$ cat src/rtl/ps2_kbd.sv
// ps2_kbd -- PS/2 keyboard receiver exposed as a two-register CPU-bus peripheral.
//
// This block deserialises PS/2 frames and queues the received scan codes in a
// small FIFO. It drives a level interrupt into the 6502 IRQ OR-tree. Its dout
// is registered and feeds the CPU data-input mux.
//
// Parameters
//   FIFO_AW      FIFO address width; depth = 2**FIFO_AW bytes
//   TIMEOUT_CYC  clk cycles without a PS/2 clock fall mid-frame before abort
//
// Ports
//   clk       system clock
//   reset     synchronous, active-high reset
//   cs        chip select
//   we        CPU write enable
//   rs        register select: 0 = STATUS/CONTROL, 1 = DATA
//   din       CPU write data
//   dout      registered read data (1-cycle latency, holds when not read)
//   irq       level interrupt request, active-high
//   ps2_clk   PS/2 clock pin (asynchronous)
//   ps2_dat   PS/2 data pin (asynchronous)
//
// Register map
//   rs=0 rd  STATUS = {irq_en, 3'b0, full, err, ovr, nonempty}
//   rs=0 wr  irq_en <= din[7]; din[0]=1 flushes the FIFO and clears ovr/err
//   rs=1 rd  DATA   = FIFO head, popped on the same edge (8'h00 when empty)
//   rs=1 wr  ignored
//
// Build option
//   PS2_PARITY_EN  when defined, frames with bad odd parity set err and are
//                  dropped; otherwise the parity bit is shifted in but ignored.

module ps2_kbd #(
  parameter int FIFO_AW     = 3,
  parameter int TIMEOUT_CYC = 32000
) (
  input  logic       clk,
  input  logic       reset,
  input  logic       cs,
  input  logic       we,
  input  logic       rs,
  input  logic [7:0] din,
  output logic [7:0] dout,
  output logic       irq,
  input  logic       ps2_clk,
  input  logic       ps2_dat
);

  localparam int DEPTH = 2 ** FIFO_AW;
  localparam int TW    = $clog2(TIMEOUT_CYC + 1);
  localparam logic [TW-1:0] TCNT_LAST = TW'(TIMEOUT_CYC - 1);

`ifdef PS2_PARITY_EN
  localparam logic PARITY_CHECK = 1'b1;
`else
  localparam logic PARITY_CHECK = 1'b0;
`endif

  typedef enum logic [1:0] {
    S_IDLE,
    S_SHIFT,
    S_CHECK
  } rx_state_t;

  // ---------------------------------------------------------------------------
  // Input synchronisers and fall detection
  // ---------------------------------------------------------------------------
  logic [1:0] clk_sync;
  logic [1:0] dat_sync;
  logic       clk_prev;
  logic       fall;
  logic       dat_bit;

  // The synchronisers reset to the idle-high line level so that leaving reset
  // never looks like a clock fall.
  always_ff @(posedge clk) begin
    // NOTE: sequential state uses non-blocking assignments so every register
    // samples the pre-edge value of its inputs, whatever the statement order.
    if (reset) begin
      clk_sync <= 2'b11;
      dat_sync <= 2'b11;
      clk_prev <= 1'b1;
    end else begin
      clk_sync <= {clk_sync[0], ps2_clk};
      dat_sync <= {dat_sync[0], ps2_dat};
      clk_prev <= clk_sync[1];
    end
  end

  assign fall    = clk_prev & ~clk_sync[1];
  assign dat_bit = dat_sync[1];

  // ---------------------------------------------------------------------------
  // Receive FSM
  // ---------------------------------------------------------------------------
  rx_state_t       state, state_next;
  logic [9:0]      shreg;      // {stop, parity, D7..D0} once the frame is complete
  logic [3:0]      bitcnt;
  logic [TW-1:0]   tcnt;
  logic            push_req;
  logic            set_err;
  logic            frame_bad;

  // The stop bit must be 1. Parity is checked only in the parity-enabled build.
  assign frame_bad = ~shreg[9] | (PARITY_CHECK & ~(^shreg[8:0]));

  always_ff @(posedge clk) begin
    if (reset) state <= S_IDLE;
    else       state <= state_next;
  end

  always_comb begin
    // NOTE: every combinational output gets a default first, so no path
    // through the case statement can leave one unassigned and infer a latch.
    state_next = state;
    push_req   = 1'b0;
    set_err    = 1'b0;
    case (state)
      S_IDLE: begin
        if (fall && !dat_bit) state_next = S_SHIFT;
      end
      S_SHIFT: begin
        if (fall) begin
          if (bitcnt == 4'd9) state_next = S_CHECK;
        end else if (tcnt == TCNT_LAST) begin
          state_next = S_IDLE;
          set_err    = 1'b1;
        end
      end
      S_CHECK: begin
        if (frame_bad) set_err  = 1'b1;
        else           push_req = 1'b1;
        state_next = S_IDLE;
      end
      default: state_next = S_IDLE;
    endcase
  end

  always_ff @(posedge clk) begin
    if (reset) begin
      shreg  <= '0;
      bitcnt <= '0;
      tcnt   <= '0;
    end else begin
      case (state)
        S_IDLE: begin
          bitcnt <= '0;
          tcnt   <= '0;
        end
        S_SHIFT: begin
          if (fall) begin
            shreg  <= {dat_bit, shreg[9:1]};
            bitcnt <= bitcnt + 4'd1;
            tcnt   <= '0;
          end else begin
            tcnt   <= tcnt + TW'(1);
          end
        end
        default: ;
      endcase
    end
  end

  // ---------------------------------------------------------------------------
  // Bus decode
  // ---------------------------------------------------------------------------
  logic rd_stat;
  logic rd_data;
  logic wr_ctrl;
  logic flush;
  logic unused_din;

  assign rd_stat    = cs & ~we & ~rs;
  assign rd_data    = cs & ~we & rs;
  assign wr_ctrl    = cs & we & ~rs;
  assign flush      = wr_ctrl & din[0];
  assign unused_din = ^din[6:1];

  // ---------------------------------------------------------------------------
  // FIFO
  // ---------------------------------------------------------------------------
  logic [7:0]       mem [DEPTH];
  logic [FIFO_AW:0] wptr, rptr;
  logic             empty, full;
  logic             pop, do_push, set_ovr;
  logic             irq_en, err, ovr;

  assign empty = (wptr == rptr);
  assign full  = (wptr[FIFO_AW] != rptr[FIFO_AW]) &&
                 (wptr[FIFO_AW-1:0] == rptr[FIFO_AW-1:0]);

  // A pop frees the slot on the same edge, so a full FIFO can still take a
  // push when it is being read. A flush discards any same-cycle push.
  assign pop     = rd_data & ~empty;
  assign do_push = push_req & ~flush & (~full | pop);
  assign set_ovr = push_req & ~flush & full & ~pop;

  // NOTE: the storage array has no reset. Emptiness is defined by the pointers
  // alone, so resetting the pointers is enough, and the array can map to RAM.
  always_ff @(posedge clk) begin
    if (do_push) mem[wptr[FIFO_AW-1:0]] <= shreg[7:0];
  end

  always_ff @(posedge clk) begin
    if (reset) begin
      wptr   <= '0;
      rptr   <= '0;
      irq_en <= 1'b0;
      err    <= 1'b0;
      ovr    <= 1'b0;
      dout   <= 8'h00;
      irq    <= 1'b0;
    end else begin
      if (flush) begin
        wptr <= '0;
        rptr <= '0;
      end else begin
        if (do_push) wptr <= wptr + 1'b1;
        if (pop)     rptr <= rptr + 1'b1;
      end

      if (wr_ctrl) irq_en <= din[7];

      if (flush)        err <= 1'b0;
      else if (set_err) err <= 1'b1;

      if (flush)        ovr <= 1'b0;
      else if (set_ovr) ovr <= 1'b1;

      if (rd_stat)
        dout <= {irq_en, 3'b000, full, err, ovr, ~empty};
      else if (rd_data)
        dout <= empty ? 8'h00 : mem[rptr[FIFO_AW-1:0]];

      irq <= irq_en & ~empty;
    end
  end

endmodule
$ cat config.mk
export PLATFORM = sky130hd
export DESIGN_NAME = ps2_kbd
export DESIGN_NICKNAME = d
export VERILOG_FILES = /design/src/rtl/ps2_kbd.sv
export SDC_FILE = /design/constraint.sdc
export NUM_CORES = 1
export LEC_CHECK = 0
export BUFFER_PORTS_ARGS = -buffer_cell sky130_fd_sc_hd__buf_4
export CAP_MARGIN = 20
export CORE_MARGIN = 1.5
export CORE_UTILIZATION = 55
export DETAILED_ROUTE_END_ITERATION = 6
export PLACE_DENSITY = 0.76
export SETUP_SLACK_MARGIN = 0.02
export SYNTH_ARGS = -nofsm -noshare
export SYNTH_HDL_FRONTEND = slang
export SYNTH_SLANG_ARGS = --single-unit
$ cat constraint.sdc
create_clock -name clk -period 2.7 [get_ports clk]
set_input_delay 0 -clock clk [delete_from_list [all_inputs] [get_ports clk]]
set_output_delay 0 -clock clk [all_outputs]
set_load 0.03 [all_outputs]
# [After elaboration in Yosys (flattened, before gate mapping)]
# Memory sizes are Yosys's and may differ from the RTL's. A register that Yosys moved wholly into a read port is not among the register bits.
# Index checks and enable logic that the tools add are counted.
[totals] input_bits=15 register_bits=56 output_inout_bits=9 mem_bits_rw=64 romBits=0 elab_cells=85 mem_count=1 latchBits=0
[memory_table] name="mem" words=8 word_bits=8 rd=1 rd_clocked_by_memory_dff=1 wr=1 line="182" source="logic [7:0] mem [DEPTH];"
[classes] multipliers=0 magnitude_cmp=0 n_eq_ne=11 addsub=4 n_mux=22 div_mod_pow=0 bitwise_logic=21 reduce_logical=11 n_shift=0
[ops] operator="$pmux 15 s2" n=1
[ops] operator="$mux 8" n=3
[ops] operator="$add 15x1->15 const B" n=1
[ops] operator="$eq 15x15->1 const B" n=1
[ops] operator="$mux 15" n=1
[ops] operator="$and 1x1->1" n=13
[ops] operator="$add 4x1->4 const B" n=3
[ops] operator="$mux 2" n=4
[ops] operator="$pmux 4 s2" n=1
[ops] operator="$mux 1" n=7
[ops] operator="$not 1->1" n=7
[ops] operator="$mux 3" n=2
[ops] operator="$ne 3x3->1 const B" n=2
[ops] operator="$eq 4x4->1" n=1
[ops] operator="$eq 4x4->1 const B" n=1
[ops] operator="$mux 4" n=1
[ops] operator="$ne 2x2->1 const B" n=2
[ops] operator="$pmux 2 s2" n=1
[ops] operator="$reduce_and 2->1" n=2
[ops] operator="$reduce_bool 2->1" n=2
[ops] operator="$reduce_or 2->1" n=2
[ops] operator="$eq 3x3->1" n=1
[ops] operator="$reduce_and 3->1" n=1
[ops] operator="$eq 2x1->1 const B" n=1
[ops] operator="7 further kinds" n=8

# [Logic depth before layout (Yosys ltp)]
[depth] ltp_word=8 depth_mapped=7 depth_no_buf=6

# [Worst setup path before layout]
# No wires, ideal clock.
[synth_path] path_type="register to register" startpoint="register state[0]" endpoint="memory mem[0][0], enable pin" path_buffers=0 stages_incl_launch_ff=7 slack_ps=418 arrival_ps=1887 setup_ps=395 required_ps=2305 synth_period_minus_slack_ps=2282 path_cell_list="dfxtp_1 inv_1 ha_1 and2_1 and2_1 o21ai_1 nor4_1"
[synth_between] elab_chain_len=6
[synth_lines] item="from (decl)" line="96" source="rx_state_t state, state_next;"
[synth_lines] item="from (signal assigned)" line="109" source="else state <= state_next;"
[synth_lines] item="$eq 2x2->1" line="118" source="case (state)"
[synth_lines] item="$mux 1" line="118"
[synth_lines] item="$and 1x1->1 (2 in a row)" line="195" source="assign do_push = push_req & ~flush & (~full | pop);"
[synth_lines] item="$mux 1" line="201" source="if (do_push) mem[wptr[FIFO_AW-1:0]] <= shreg[7:0];"
[synth_lines] item="$mux 1 (implied by the code)" line="201"
[synth_lines] item="to (decl)" line="182"
# No other way between the ends.

# [Worst setup path in the final report]
[layout_path] startpoint="register wptr[1]" endpoint="register dout[7]"
[layout_between] elab_chain_len=4
[layout_lines] item="from (decl)" line="183" source="logic [FIFO_AW:0] wptr, rptr;"
[layout_lines] item="from (signal assigned)" line="218" source="if (do_push) wptr <= wptr + 1'b1;"
[layout_lines] item="$eq 4x4->1" line="188" source="assign empty = (wptr == rptr);"
[layout_lines] item="$mux 8" line="233" source="dout <= empty ? 8'h00 : mem[rptr[FIFO_AW-1:0]];"
[layout_lines] item="$mux 8" line="232" source="else if (rd_data)"
[layout_lines] item="$mux 8" line="230" source="if (rd_stat)"
[layout_lines] item="to (signal assigned)" line="231" source="dout <= {irq_en, 3'b000, full, err, ovr, ~empty};"
[layout_lines] item="to (signal assigned)" line="233"
[layout_lines] item="to (decl)" line="43" source="output logic [7:0] dout,"
# No other way between the ends. The select of a mux whose other input is x is not followed.
# A chain may end at the register's enable or synchronous reset.

==> summary.md <==
| Metric | Value |
|---|---|
| Outcome | `complete, no violations` |
| Final Power | `about 4500 uW` |
| PnR worst setup slack | `0.324 ns` |
| Setup Skew | `0.00916 ns` |
| FF-to-FF Start | `wptr[1]` |
| IO Port Bufs | `17` |
| Crit path from | `wptr[1]` |
| Layout cells sized above 1 | `0.214` |
| Initial Util | `0.567` |
| Most frequent cells in the layout | `64 x edfxtp_1, 58 x dfxtp_1, 40 x nand2_1` |
| Finished Layout Cells | `588` |
| CP Class | `reg2reg` |
| Asr flop ratio synth | `0` |
| Yosys top cell by area | `edfxtp_1` |
| Top cell type's share of synthesized area | `0.369` |
| Remaining Overflow, GRT | `0` |
| Nets | `488` |
| Worst-Skew Late Latency | `0.52 ns` |
| Synth-to-Final Area Change | `19.5%` |
| Yosys cell types | `57` |
| Max-capacitance violation count | `0` |
| Crit start category | `flip-flop` |
| DP Worst Slack | `~0.60 ns` |
| Total negative setup slack | `0 ns` |
| Placer Congestion | `0.799` |
| Most common cell after layout, fill and taps aside | `edfxtp_1` |
| Rows | `35` |
| CP Max Fanout | `11` |
| Final hold vios | `0` |
| Pre-Repair DR Iteration Count | `5` |
| Yosys warns | `0` |
| CP peak stage delay | `0.75 ns` |
| CP Capture Type | `flip-flop` |
| Part of the cycle the worst path needs | `0.880` |
| Routed wire length | `10900 um` |
| Antenna violations before repair | `0` |
| Tightest Pin Transition | `0.896 ns` |
| Met2 Use GR | `0.391` |
| Worst path required time | `3.16 ns` |
| Vias | `3551` |
| Number of global-route vias before repair | `~3.5k` |
| Worst hold path type | `in2reg` |
| Clock slew at reported path FFs | `0.06 ns` |
| Minimum clock period | `2.38 ns` |
| Gr busiest metal | `met2` |
| Met1 Use GR | `0.298` |
| Critical-path cell list | `xnor2_1, a41oi_1, a221oi_1, nor2_1, dlygate4sd3_1` |
| Relative slew slack | `0.395` |
| Synth Register Bits | `between 100 and 150` |
| Final setup fails | `0` |
| Synth area leaders | `edfxtp_1 37%, dfxtp_1 23%, mux4_2 6.9%` |
| Met3 usage in global routing | `0.0717` |
| Max rail drop VDD | `slightly above 0.5 mV` |
| LEAKAGE | `0.00210 uW` |
| Number of setup buffers added after CTS | `0` |
| Crit path max-delay cell type | `a41oi_1` |
| Syn avg cell area | `12.3 um^2` |
| Pin count of the biggest net entering global routing | `50` |
| Violation count after the first detailed-route iteration | `around 190` |
| Ant. Diodes | `0` |
| Number of synthesized flops with an enable pin | `64` |
| Clock Path Buffers | `2` |
| RSZ-0062 raised after global routing | `no` |
| Crit path DAT | `between 2 and 3 ns` |
| DR DRC count | `0` |
| Total core area | `9200 um^2` |
| I/O pins | `24` |
| First-pass GRT wire length | `17700 um` |
| # clock sinks | `123` |
| FMAX | `421 MHz` |
| Syn_nets | `448` |
| CTS tree | `yes` |
| Hold Crit Start | `we` |
| Die span in y | `around 100 um` |
| Via density | `6.04` |
| Synth Instances | `424` |
| Final ANT Viol Nets | `0` |
| CTS buffer count | `17` |
| Hpwl dp | `just under 7000 um` |
| CTS root buf | `clkbuf_8` |
| Synth Flop Type | `edfxtp_1` |
| CTS H-tree depth | `4` |
| GRT Util Overall | `0.237` |
| Die area | `10100 um^2` |
| Final slew viol count | `0` |
| Post-Place Cells | `548` |
| Synth Cell Area | `5210 um^2` |
| Register area share after synthesis | `0.595` |
| Routed len/inst | `18.6 um` |
| PwrDens | `728 nW/um^2` |
| Chip width | `100 um` |
[synth_stat cells, types with 8 or more instances]
cell,n
clkbuf_1,13
edfxtp_1,64
mux4_2,16
o21ai_0,8
nand2_1,40
nor2_1,21
dfxtp_1,59
ha_1,9
mux2i_1,8
buf_2,8
a21oi_1,32
nand3_1,12
nand2b_1,9
[per-layer routing]
| metal | vias to the layer above | part of all wire |
|---|---|---|
| met5 | - | 0 |
| met4 | 0 | 0.013 |
| met3 | 17 | 0.049 |
| met2 | 105 | 0.52 |
| met1 | 1736 | 0.42 |
| li1 | 1693 | - |
[where the power goes]
part | total, uW | switching (uW) | internal, uW
Clock | 2350 | 827 | 1530
Sequential | 1970 | 7.86 | 1960
Combinational | 216 | 146 | 70.4
[critical path: cells and delay by family, from the launching register on]
kind / cells / cell delay [ns]
AO/OA/AOI/OAI: 2 / 0.93
flip-flops: 1 / 0.57
buffers and inverters: 1 / 0.55
AND/OR/NAND/NOR: 1 / 0.12
XOR/XNOR: 1 / 0.15
[worst paths after layout]
kind	endpoint	slack, ns	depth (start not counted)
hold / removal	dout[5]	0.06	5
hold reg to reg	dat_sync[1]	0.41	1
setup / recovery	dout[7]	0.32	5
setup reg to reg	dout[7]	0.32	5
[registers in the layout (all words and copies together), names as in the netlist, 2 cells and up, named ones only]
signal and cells:
mem 64, tcnt 15, shreg 10, dout 8, bitcnt 4, rptr 4, wptr 4, clk_sync 2
dat_sync 2, state 2
[cell families after synthesis]
kind of cell	after synthesis	synth area share
simple gates	138	0.143
flops	123	0.595
compound gates	84	0.105
buf+inv	32	0.0250
mux	29	0.0953
xor+xnor	9	0.0151
fa+ha+maj	9	0.0216
[stage by stage]
| stage | cell area (um^2) | utilization | hold WS [ns] |
|---|---|---|---|
| finish | 6230 | 0.678 | 0.0583 |
| global route | 6230 | 0.678 | 0.0739 |
| CTS | 6230 | 0.678 | 0.0430 |
| detailed placement | 5530 | 0.601 | 0.187 |
| global placement | 5530 | 0.601 | 0.187 |
| floorplan | 5210 | - | 0.104 |
[repair_timing]
| item | 4_1_cts | 5_1_grt |
|---|---|---|
| hold buffers | 8 | 0 |
| resized for setup | 0 | 1 |
| hold endpoints to repair | 27 | 0 |
| setup endpoints to repair | 0 | 1 |
[layout make-up]
cell class / count / area, um^2
clock inverters: 14 / 193
well taps: 111 / 139
repair buffers: 45 / 358
inverters: 8 / 30.0
clock buffers: 18 / 428
fillers: 649 / 2960
flip-flops and latches: 123 / 3100
multi-input cells: 269 / 1980
(Power assumes the default switching activity.)
